## src/rtl/bit_serializer_pkg.sv

```systemverilog
// Shared state encoding and default word width for bit_serializer.
// The optional parity stage is enabled by defining SER_PARITY_EN.
package bit_serializer_pkg;
    localparam int DEFAULT_WIDTH = 21;

    typedef enum logic [1:0] {
        IDLE   = 2'd0,
        SHIFT  = 2'd1,
        PARITY = 2'd2
    } state_t;
endpackage

```

## src/rtl/ser_bit_counter.sv

```systemverilog
// Bit index counter for bit_serializer: clears on accept, saturates at WIDTH-1.
module ser_bit_counter #(
    parameter int WIDTH = 21
) (
    input  logic                     clk,
    input  logic                     reset,
    input  logic                     clear,
    input  logic                     advance,
    output logic [$clog2(WIDTH)-1:0] idx,
    output logic                     last
);
    localparam int IW = $clog2(WIDTH);
    localparam logic [IW-1:0] LAST_IDX = IW'(WIDTH - 1);

    always_ff @(posedge clk) begin
        if (!reset)
            idx <= '0;
        else if (clear)
            idx <= '0;
        else if (advance && !last)
            idx <= idx + IW'(1);
    end

    assign last = (idx == LAST_IDX);
endmodule

```

## src/rtl/bit_serializer.sv

```systemverilog
// LSB-first parallel-to-serial converter with gapless back-to-back words.
// Define SER_PARITY_EN to append an even-parity bit after each word's MSB.
module bit_serializer
    import bit_serializer_pkg::*;
#(
    parameter int WIDTH = DEFAULT_WIDTH
) (
    input  logic             clk,
    input  logic             reset,
    input  logic [WIDTH-1:0] data_in,
    input  logic             load_valid,
    output logic             load_ready,
    output logic             out,
    output logic             out_valid,
    output logic             busy
);
    localparam int IW = $clog2(WIDTH);
    localparam logic [IW-1:0] LAST_IDX = IW'(WIDTH - 1);
`ifdef SER_PARITY_EN
    localparam bit PAR_ON = 1'b1;
`else
    localparam bit PAR_ON = 1'b0;
`endif

    state_t           state, state_nxt;
    logic [WIDTH-1:0] shreg;
    logic [IW-1:0]    idx;
    logic             last;
    logic             accept;
    logic             ready_en;

    ser_bit_counter #(.WIDTH(WIDTH)) u_cnt (
        .clk     (clk),
        .reset   (reset),
        .clear   (accept),
        .advance (state == SHIFT),
        .idx     (idx),
        .last    (last)
    );

    // Holds load_ready low during reset and releases it on the first edge out of reset.
    always_ff @(posedge clk) begin
        if (!reset) ready_en <= 1'b0;
        else        ready_en <= 1'b1;
    end

    always_comb begin
        load_ready = 1'b0;
        case (state)
            IDLE:    load_ready = ready_en;
            SHIFT:   load_ready = !PAR_ON && (idx == LAST_IDX);
            PARITY:  load_ready = PAR_ON;
            default: load_ready = 1'b0;
        endcase
    end

    assign accept = load_valid && load_ready;

    always_comb begin
        state_nxt = state;
        case (state)
            IDLE:   if (accept) state_nxt = SHIFT;
            SHIFT: begin
                if (last) begin
`ifdef SER_PARITY_EN
                    state_nxt = PARITY;
`else
                    state_nxt = accept ? SHIFT : IDLE;
`endif
                end
            end
`ifdef SER_PARITY_EN
            PARITY: state_nxt = accept ? SHIFT : IDLE;
`endif
            default: state_nxt = IDLE;
        endcase
    end

    always_ff @(posedge clk) begin
        if (!reset) begin
            state <= IDLE;
            shreg <= '0;
        end else begin
            state <= state_nxt;
            if (accept)
                shreg <= data_in;
            else if (state == SHIFT)
                shreg <= shreg >> 1;
        end
    end

`ifdef SER_PARITY_EN
    logic parity;

    always_ff @(posedge clk) begin
        if (!reset)      parity <= 1'b0;
        else if (accept) parity <= ^data_in;
    end

    assign out = (state == SHIFT) ? shreg[0] : ((state == PARITY) && parity);
`else
    assign out = (state == SHIFT) && shreg[0];
`endif

    assign out_valid = (state != IDLE);
    assign busy      = (state != IDLE);
endmodule
```

## config.mk

```make
export PLATFORM = sky130hd
export DESIGN_NAME = bit_serializer
export DESIGN_NICKNAME = d
export VERILOG_FILES = /design/src/rtl/bit_serializer_pkg.sv /design/src/rtl/ser_bit_counter.sv /design/src/rtl/bit_serializer.sv
export SDC_FILE = /design/constraint.sdc
export NUM_CORES = 1
export LEC_CHECK = 0
export CORE_MARGIN = 2
export CORE_UTILIZATION = 55
export CTS_BUF_LIST = sky130_fd_sc_hd__clkbuf_2 sky130_fd_sc_hd__clkbuf_4 sky130_fd_sc_hd__clkbuf_8
export DETAILED_ROUTE_END_ITERATION = 6
export DONT_BUFFER_PORTS = 1
export MAX_ROUTING_LAYER = met4
export PLACE_DENSITY = 0.8
export SLEW_MARGIN = 20
export SYNTH_ARGS = -nofsm -noshare
export SYNTH_HDL_FRONTEND = slang
export SYNTH_HIERARCHICAL = 1
export SYNTH_SLANG_ARGS = --single-unit
```

## constraint.sdc

```tcl
create_clock -name clk -period 2.6 [get_ports clk]
set_input_delay 0.52 -clock clk [delete_from_list [all_inputs] [get_ports clk]]
set_output_delay 0.52 -clock clk [all_outputs]
set_load 0.05 [all_outputs]
```

---- Yosys cells after proc, flatten, opt, wreduce, memory -nomap -nowiden ----
Cells that the tools add are included.
word-level totals
  flip-flop bits (word level) ............. 29
  bits of input ports ..................... 24
  output and inout port bits .............. 4
  logic and storage cells ................. 27
operators by class
  $add $sub $neg .......................... 1
  eq/ne operators ......................... 4
  mux-type cells .......................... 8
  bitwise logic cells ..................... 1
  reductions and logical operators ........ 9
operators with widths
  cell                 count
  $mux 21              2
  $add 5x1->5 const B  1
  $eq 5x5->1 const B   1
  $mux 2               2
  $ne 2x2->1 const B   2
  $pmux 2 s2           1
  $reduce_bool 2->1    2
  $logic_and 1x1->1    3
  $eq 2x1->1 const B   1
  $logic_not 2->1      1
  $mux 1               2
  $pmux 1 s2           1
  $reduce_and 2->1     1
  $reduce_or 2->1      1
  $logic_not 1->1      1
  $not 1->1            1

---- Longest topological paths before layout ----
Gate-level depths: netlist (run 1).
  depth in word-level cells ............... 6
  gate-level depth with buffers ........... 6
  mapped depth without buffers ............ 6

---- Hierarchy ----
The synthesis (run 1) kept the hierarchy.
by module, submodules not included
  module           times used  cells each  area each (sq um)  sequential area each (sq um)
  bit_serializer   1           126         1222.4             460.4
  ser_bit_counter  1           29          260.2              100.1

---- Worst setup path after synthesis (run 1) ----
Ideal clock, no wire load.
  path kind ............................... reg-to-output
  start ................................... register state[0]
  end ..................................... output load_ready
  data arrival time ....................... 2.329 ns
  data required time ...................... 2.080 ns
  setup slack ............................. -0.249 ns
  stages on the path, launching flop included .. 4
  path buffers ............................ 1
  cell sequence ........................... dfxtp_1 -> buf_6 -> nand4b_4 -> o32ai_1
on the way
  word-level cells in the longest chain between the ends .. 2
  elaborated cells between the ends (all ways) .. 3
  classes of those cells .................. eq/ne: 1; mux: 1; reduce/logical: 1
RTL lines
  what                                           line                  text
  start, declared                                bit_serializer.sv:25  state_t state, state_nxt;
  start signal, assigned                         bit_serializer.sv:84  state <= state_nxt;
  $eq 2x1->1 or $logic_not 2->1 (tied branches)  bit_serializer.sv:49  case (state)
  $pmux 1 s2 (*)                                 bit_serializer.sv:49
  end, declared                                  bit_serializer.sv:12  output logic load_ready,
Every way passes the cells marked *; elsewhere a longest branch is shown, timed or not.

---- Worst setup path in the final report (run 1) ----
  start ................................... register state[0]
  end ..................................... output out
on the way
  word-level cells in the longest chain between the ends .. 2
RTL lines
  what               line                   text
  $eq 2x1->1         bit_serializer.sv:102  assign out = (state == SHIFT) && shreg[0];
  $logic_and 1x1->1  bit_serializer.sv:102
  end, declared      bit_serializer.sv:13   output logic out,
Every way passes these cells.

==> results.cfg, run 1 <==
[status]
run_status = finished, final reports clean

[hold_path]
hold_path.class = input pin to flip-flop
hold_start = reset
hold_depth = 0
holdPathEnd = ready_en

[critical_path]
rr_worst_depth = 4
path_cells = buf_4, and2_1
critPathKind = flip-flop to output pin
cp.depth = 2
cp_num_buf_inv = 1
r2r-start = u_cnt/idx[2]
critPathMaxStageDelay_ps = 500
worst_setup_path_start_kind = flip-flop
reg2reg_setup_slack_ps = 810
slowest_stage = dfxtp_2
crit_arrival_ps = 1670
timing.rr.end = shreg[11]
cp_max_fo = 23
required_ps = 2080
endpoint_kind = output pin
critPathTopFamily = flip-flops

[clock_tree]
root_buffer = clkbuf_4
clock_tree.buffer_depth = 2
h-tree-depth = 1
numCtsBuffers = 3
cts_sinks = 28
clk_pin_slew_worst_paths_ps = 140
clk_latency_ps = 330
cts_tree = built
post_cts_resized = 0
cts_setup_buffers = 0
hold_buffers = 0

[pwr]
p_leak_nw = 0.6690
pwr-share-clk_pct = 26.5
switchingPower_w = 0.0001961
pwr_density_cell_nw_per_um2 = 514.6
p_int_w = 0.0005926
p_sw_share_pct = 24.87
pwr-share-comb_pct = 14.3
pwr-share-seq_pct = 59.2
irDropWorstVdd_uv = 293.8

[drt]
ant_nets = 0
routedWlPerCell_microns = 13.70
vias = 1014
drt_pass1_iterations = 4
drc = 0
via_per_inst = 5.541
routed_wl_microns = 2508
first_iter_violations = 33

[logic_synthesis]
synthTopCellsByArea = dfxtp_1 (38%), mux2_2 (15%), mux2i_1 (14%), nand2_1 (10%), buf_6 (2.3%)
synth_top_cell_by_area = dfxtp_1
ys_warn_count = 6
synth_top_cell_area_share_pct = 37.81
syn_avg_cell_area_sq_um = 9.566
yosysUniqueCellTypes = 27
ys_ff_latch = 28
synthesis.area_sq_um = 1483
synth_nets = 181
syn-instance-count = 155
yosysSeqAreaShare_pct = 37.81

[placed_design]
hpwl_microns = 1829
dp.cells = 179
place_congestion = 0.7267
portBuffers = 0

[floorplan]
initial_utilization_pct = 58.78
core_sq_um = 2522
die_y_microns = 55.92
die_area_sq_um = 3127
pin_count = 28
dieWidth_microns = 55.92
num_rows = 18

[sta]
fin_crit_sh_pct = 84.12
whs_ps = 213.0
maxSlewViolCount = 0
maxSlewHeadroom_pct = 60.29
setup_tns_ps = 0
min_period_ps = 2187
finClkSkew_ps = 5.882
finalSetupViolCount = 0
report.final.hold_viol_count = 0
rsz0062_at_grt = no
fmax_ghz = 0.4572
tightest_slew_ps = 593.5

[final_layout]
fin_util_pct = 60.76
final_nets = 180
drive_above_1_share_pct = 24.18
antenna_cells = 0
fin_cells = 183
area_delta_synth_final_pct = 3.376

[global_routing]
overflow = 0
grt.busiest_layer = met2
grt_pass1_vias = 1036
gr-usage-all-layers_pct = 18.44
antenna_found_initial = 0
use_met1_pct = 20.46
grt_start_max_net_pins = 46
use_met2_pct = 33.16
grt_use_met3_pct = 2.791
grt_pass1_wl_microns = 4450

[run]
cap_viol_max_count = 0
how the worst max path moves through the flow:
| stage | start | to | slack (ps) |
|---|---|---|---|
| finish | state[0] | out | 410 |
| global placement | state[0] | out | 830 |
| floorplan | state[0] | load_ready | 250 |
| CTS | state[0] | out | 400 |
| global route | state[0] | out | 330 |
| detailed placement | load_valid | shreg[11] | 770 |
cell families after synthesis:
family / count (synthesis) / share of synthesized area (%)
xor gates and xnor gates: 2 / 1.182
adders and majority gates: 2 / 1.687
buffers and inverters: 17 / 6.329
and+or+nand+nor: 57 / 18.99
muxes: 41 / 29.37
DFF: 28 / 37.81
AOI/OAI and AO/OA: 8 / 4.642
layout make-up:
type	count	area, sq um
multi-input cells	110	835.8
well taps	30	37.54
clock buffers	4	36.28
flip-flops and latches	28	561.8
repair buffers	5	37.54
fillers	232	989.7
inverters	6	23.77
power groups by stage:
stage	logic, W	clock network [W]	registers, W
floorplan	0.000107	0	0.000475
global placement	0.000108	0	0.000475
detailed placement	0.000113	0	0.000477
CTS	0.000114	0.000220	0.000468
global route	0.000124	0.000236	0.000471
finish	0.000112	0.000209	0.000467
worst reg2reg max path: stages (launching register included):
cell and delay (ps):
dfxtp_1 500, nand4b_4 160, o41ai_4 510, buf_4 320, mux2i_1 230
flip-flops by register name, summed over array words and instances, names as in the netlist:
| register | cells |
|---|---|
| u_cnt/idx | 5 |
| state | 1 |
| ready_en | 1 |
| shreg | 21 |
cell usage after synthesis:
library cell and number:
nand2_1 41, dfxtp_1 28, mux2i_1 21, mux2_2 20
clkbuf_1 5, inv_1 5, a21oi_1 3, buf_6 3
nand3_1 3, buf_2 2, ha_1 2, nand3b_1 2
nand4_1 2, nor2_1 2, nor3_2 2, o21ai_1 2
xor2_1 2, and2_1 1, buf_4 1, clkinv_2 1
nand2b_1 1, nand4b_2 1, nand4b_4 1, nor2b_1 1
o21a_1 1, o32ai_1 1, o41ai_4 1
layout by cell type (no fill, tap or decap):
master and n:
nand2_1 41, dfxtp_1 27, mux2i_1 21, mux2_2 20
inv_1 5, buf_4 5, clkbuf_4 3, nand3_1 3
a21oi_1 3, nand3b_1 2, nand4_1 2, xor2_1 2
nor3_2 2, nor2_1 2, o21ai_1 2, ha_1 2
nand4b_4 1, o32ai_2 1, o41ai_4 1, and2_1 1
nor2b_1 1, o21a_1 1, clkbuf_8 1, dfxtp_2 1
nand4b_2 1, clkinv_2 1, nand2b_1 1
metal layers:
layer  routed length [microns]  vias up
li1                          -      517
met1                      1090      472
met2                      1264       20
met3                       106        5
met4                        46        0
met5                         0        -
through the flow:
stage               setup WS [ps]  instance area (sq um)  power (W)
floorplan                   254.8                   1490  0.0005823
global placement            832.9                   1496  0.0005831
detailed placement          773.2                   1496  0.0005904
CTS                         403.4                   1533  0.0008014
global route                334.2                   1533  0.0008311
finish                      412.9                   1533  0.0007887
Note: power is estimated with default switching activity, not from simulation.
==> run 2: changes to the inputs <==
--- a/config.mk
+++ b/config.mk
@@ -11,7 +11,7 @@
 export DETAILED_ROUTE_END_ITERATION = 6
 export DONT_BUFFER_PORTS = 1
 export MAX_ROUTING_LAYER = met4
-export PLACE_DENSITY = 0.8
+export PLACE_DENSITY = 0.83
 export SLEW_MARGIN = 20
 export SYNTH_ARGS = -nofsm -noshare
 export SYNTH_HDL_FRONTEND = slang
==> constraint.sdc (replaced) <==
create_clock -name clk -period 2 [get_ports clk]
set_input_delay 0.4 -clock clk [delete_from_list [all_inputs] [get_ports clk]]
set_output_delay 0.4 -clock clk [all_outputs]
set_load 0.05 [all_outputs]
==> run 2 against run 1 <==
Effect of this change:
- die area unchanged
- non-clock buffer count rose by 1
- first-iteration DRC count down 21%
- count of clock-buffer cells in the layout is the same
- final area increased by 2.9%
- worst setup slack got worse by 270 ps
- clock skew is 1.8 ps lower
- via count stayed put
- routed wire length up 0.88%
- register-to-register slack worse by 340 ps
- cell count rose by 0.55%
- combinational power increased by 39%
==> results.cfg, run 2 (synthesized netlist as in run 1, its figures left out) <==
[status]
run_status = finished, final reports clean

[drt]
drc = 0
first_iter_violations = 26
drt_pass1_iterations = 4
vias = 1014
routedWlPerCell_microns = 13.75
ant_nets = 0
routed_wl_microns = 2530
via_per_inst = 5.511

[final_layout]
layout_common_cells = nand2_1 (41), dfxtp_1 (27), mux2i_1 (21)
fillers = 208
regMostFlops = shreg
final_nets = 181
drive_above_1_share_pct = 24.68
fin_cells = 184
antenna_cells = 0
largestRegisters = shreg x21, u_cnt/idx x5
largest_reg_flops = 21
area_delta_synth_final_pct = 6.329
final_common_cell = nand2_1
fin_util_pct = 62.50

[clock_tree]
h-tree-depth = 1
root_buffer = clkbuf_4
cts_sinks = 28
clk_pin_slew_worst_paths_ps = 140
cts_tree = built
numCtsBuffers = 3
clock_tree.buffer_depth = 2
cts_setup_buffers = 0
hold_buffers = 0
clk_latency_ps = 330
post_cts_resized = 0

[critical_path]
critPathMaxStageDelay_ps = 400
timing.rr.end = shreg[4]
required_ps = 1600
crit_arrival_ps = 1450
rr_worst_depth = 4
slowest_stage = dfxtp_2
reg2reg_setup_slack_ps = 470
critPathKind = flip-flop to output pin
r2r-start = u_cnt/idx[2]
cp_num_buf_inv = 2
endpoint_kind = output pin
critPathTopFamily = buffers and inverters
worst_setup_path_start_kind = flip-flop
cp_max_fo = 31
path_cells = buf_4, and2_1, buf_12

[global_routing]
grt_pass1_wl_microns = 4429
antenna_found_initial = 0
gr-usage-all-layers_pct = 18.42
grt_pass1_vias = 1072
grt_start_max_net_pins = 46
overflow = 0

[placed_design]
place_congestion = 0.8034
hpwl_microns = 1827
dp_slack_ps = 475.7
portBuffers = 0
dp.cells = 180

[pwr]
pwr-share-comb_pct = 15.0
switchingPower_w = 0.0002593
irDropWorstVdd_uv = 642.8
pwr-share-seq_pct = 58.4
total_power_w = 0.001036
p_sw_share_pct = 25.03
pwr-share-clk_pct = 26.6
p_int_w = 0.0007766
pwr_density_cell_nw_per_um2 = 657.1
p_leak_nw = 0.6830

[sta]
finClkSkew_ps = 4.050
maxSlewViolCount = 0
min_period_ps = 1854
fmax_ghz = 0.5393
setup_tns_ps = 0
tightest_slew_ps = 346.1
finalSetupViolCount = 0
report.final.hold_viol_count = 0
fin_crit_sh_pct = 92.71
maxSlewHeadroom_pct = 76.90
layout_setup_ws_ps = 145.8
rsz0062_at_grt = no

[hold_path]
hold_start = reset
holdPathEnd = ready_en
hold_path.class = input pin to flip-flop
hold_depth = 0

[floorplan]
pin_count = 28
die_area_sq_um = 3127
dieWidth_microns = 55.92
core_sq_um = 2522
num_rows = 18
initial_utilization_pct = 58.78
die_y_microns = 55.92

[run]
cap_viol_max_count = 0
## run 2: area by class of cell
| cell class | count | area, sq um | area share, % |
|---|---|---|---|
| flip-flops and latches | 28 | 561.8 | 35.63 |
| clock buffers | 4 | 36.28 | 2.302 |
| inverters | 6 | 23.77 | 1.508 |
| repair buffers | 6 | 70.07 | 4.444 |
| well taps | 30 | 37.54 | 2.381 |
| multi-input cells | 110 | 847.1 | 53.73 |
## run 2: routing by layer
| metal | vias up | part of all wire, % | routed length [microns] | track usage, % |
|---|---|---|---|---|
| met3 | 4 | 4.5 | 114 | 5.116 |
| met4 | 0 | 1.4 | 35 | 7.143 |
| met2 | 23 | 50 | 1273 | 32.99 |
| met1 | 464 | 44 | 1106 | 19.10 |
| li1 | 523 | - | - | - |
| met5 | - | 0 | 0 | - |
## run 2: how the worst max path moves through the flow
stage | depth (start not counted) | startpoint | to
4_1_cts | 3 | state[0] | out
6_report | 3 | state[0] | out
5_1_grt | 3 | state[0] | out
3_5_place_dp | 4 | u_cnt/idx[2] | shreg[4]
2_1_floorplan | 6 | state[0] | u_cnt/idx[2]
3_3_place_gp | 4 | u_cnt/idx[2] | shreg[0]
## run 2: power by group through the flow
stage / sequential, W / clock [W] / combinational, W
finish: 0.000605 / 0.000275 / 0.000156
global route: 0.000610 / 0.000307 / 0.000170
CTS: 0.000605 / 0.000286 / 0.000158
detailed placement: 0.000618 / 0 / 0.000158
global placement: 0.000615 / 0 / 0.000151
floorplan: 0.000618 / 0 / 0.000142
## run 2: worst reg2reg max path, stage by stage, from the launching register on
cell,delay (ps)
dfxtp_1,490
nand4b_4,170
o41ai_4,260
buf_4,330
mux2i_1,230
## run 2: per-stage QoR
| stage | hold slack [ps] | instance area [sq um] |
|---|---|---|
| 2_1_floorplan | 427.7 | 1503 |
| 3_3_place_gp | 434.1 | 1540 |
| 3_5_place_dp | 429.9 | 1540 |
| 4_1_cts | 73.13 | 1577 |
| 5_1_grt | 60.92 | 1577 |
| 6_report | 86.72 | 1577 |
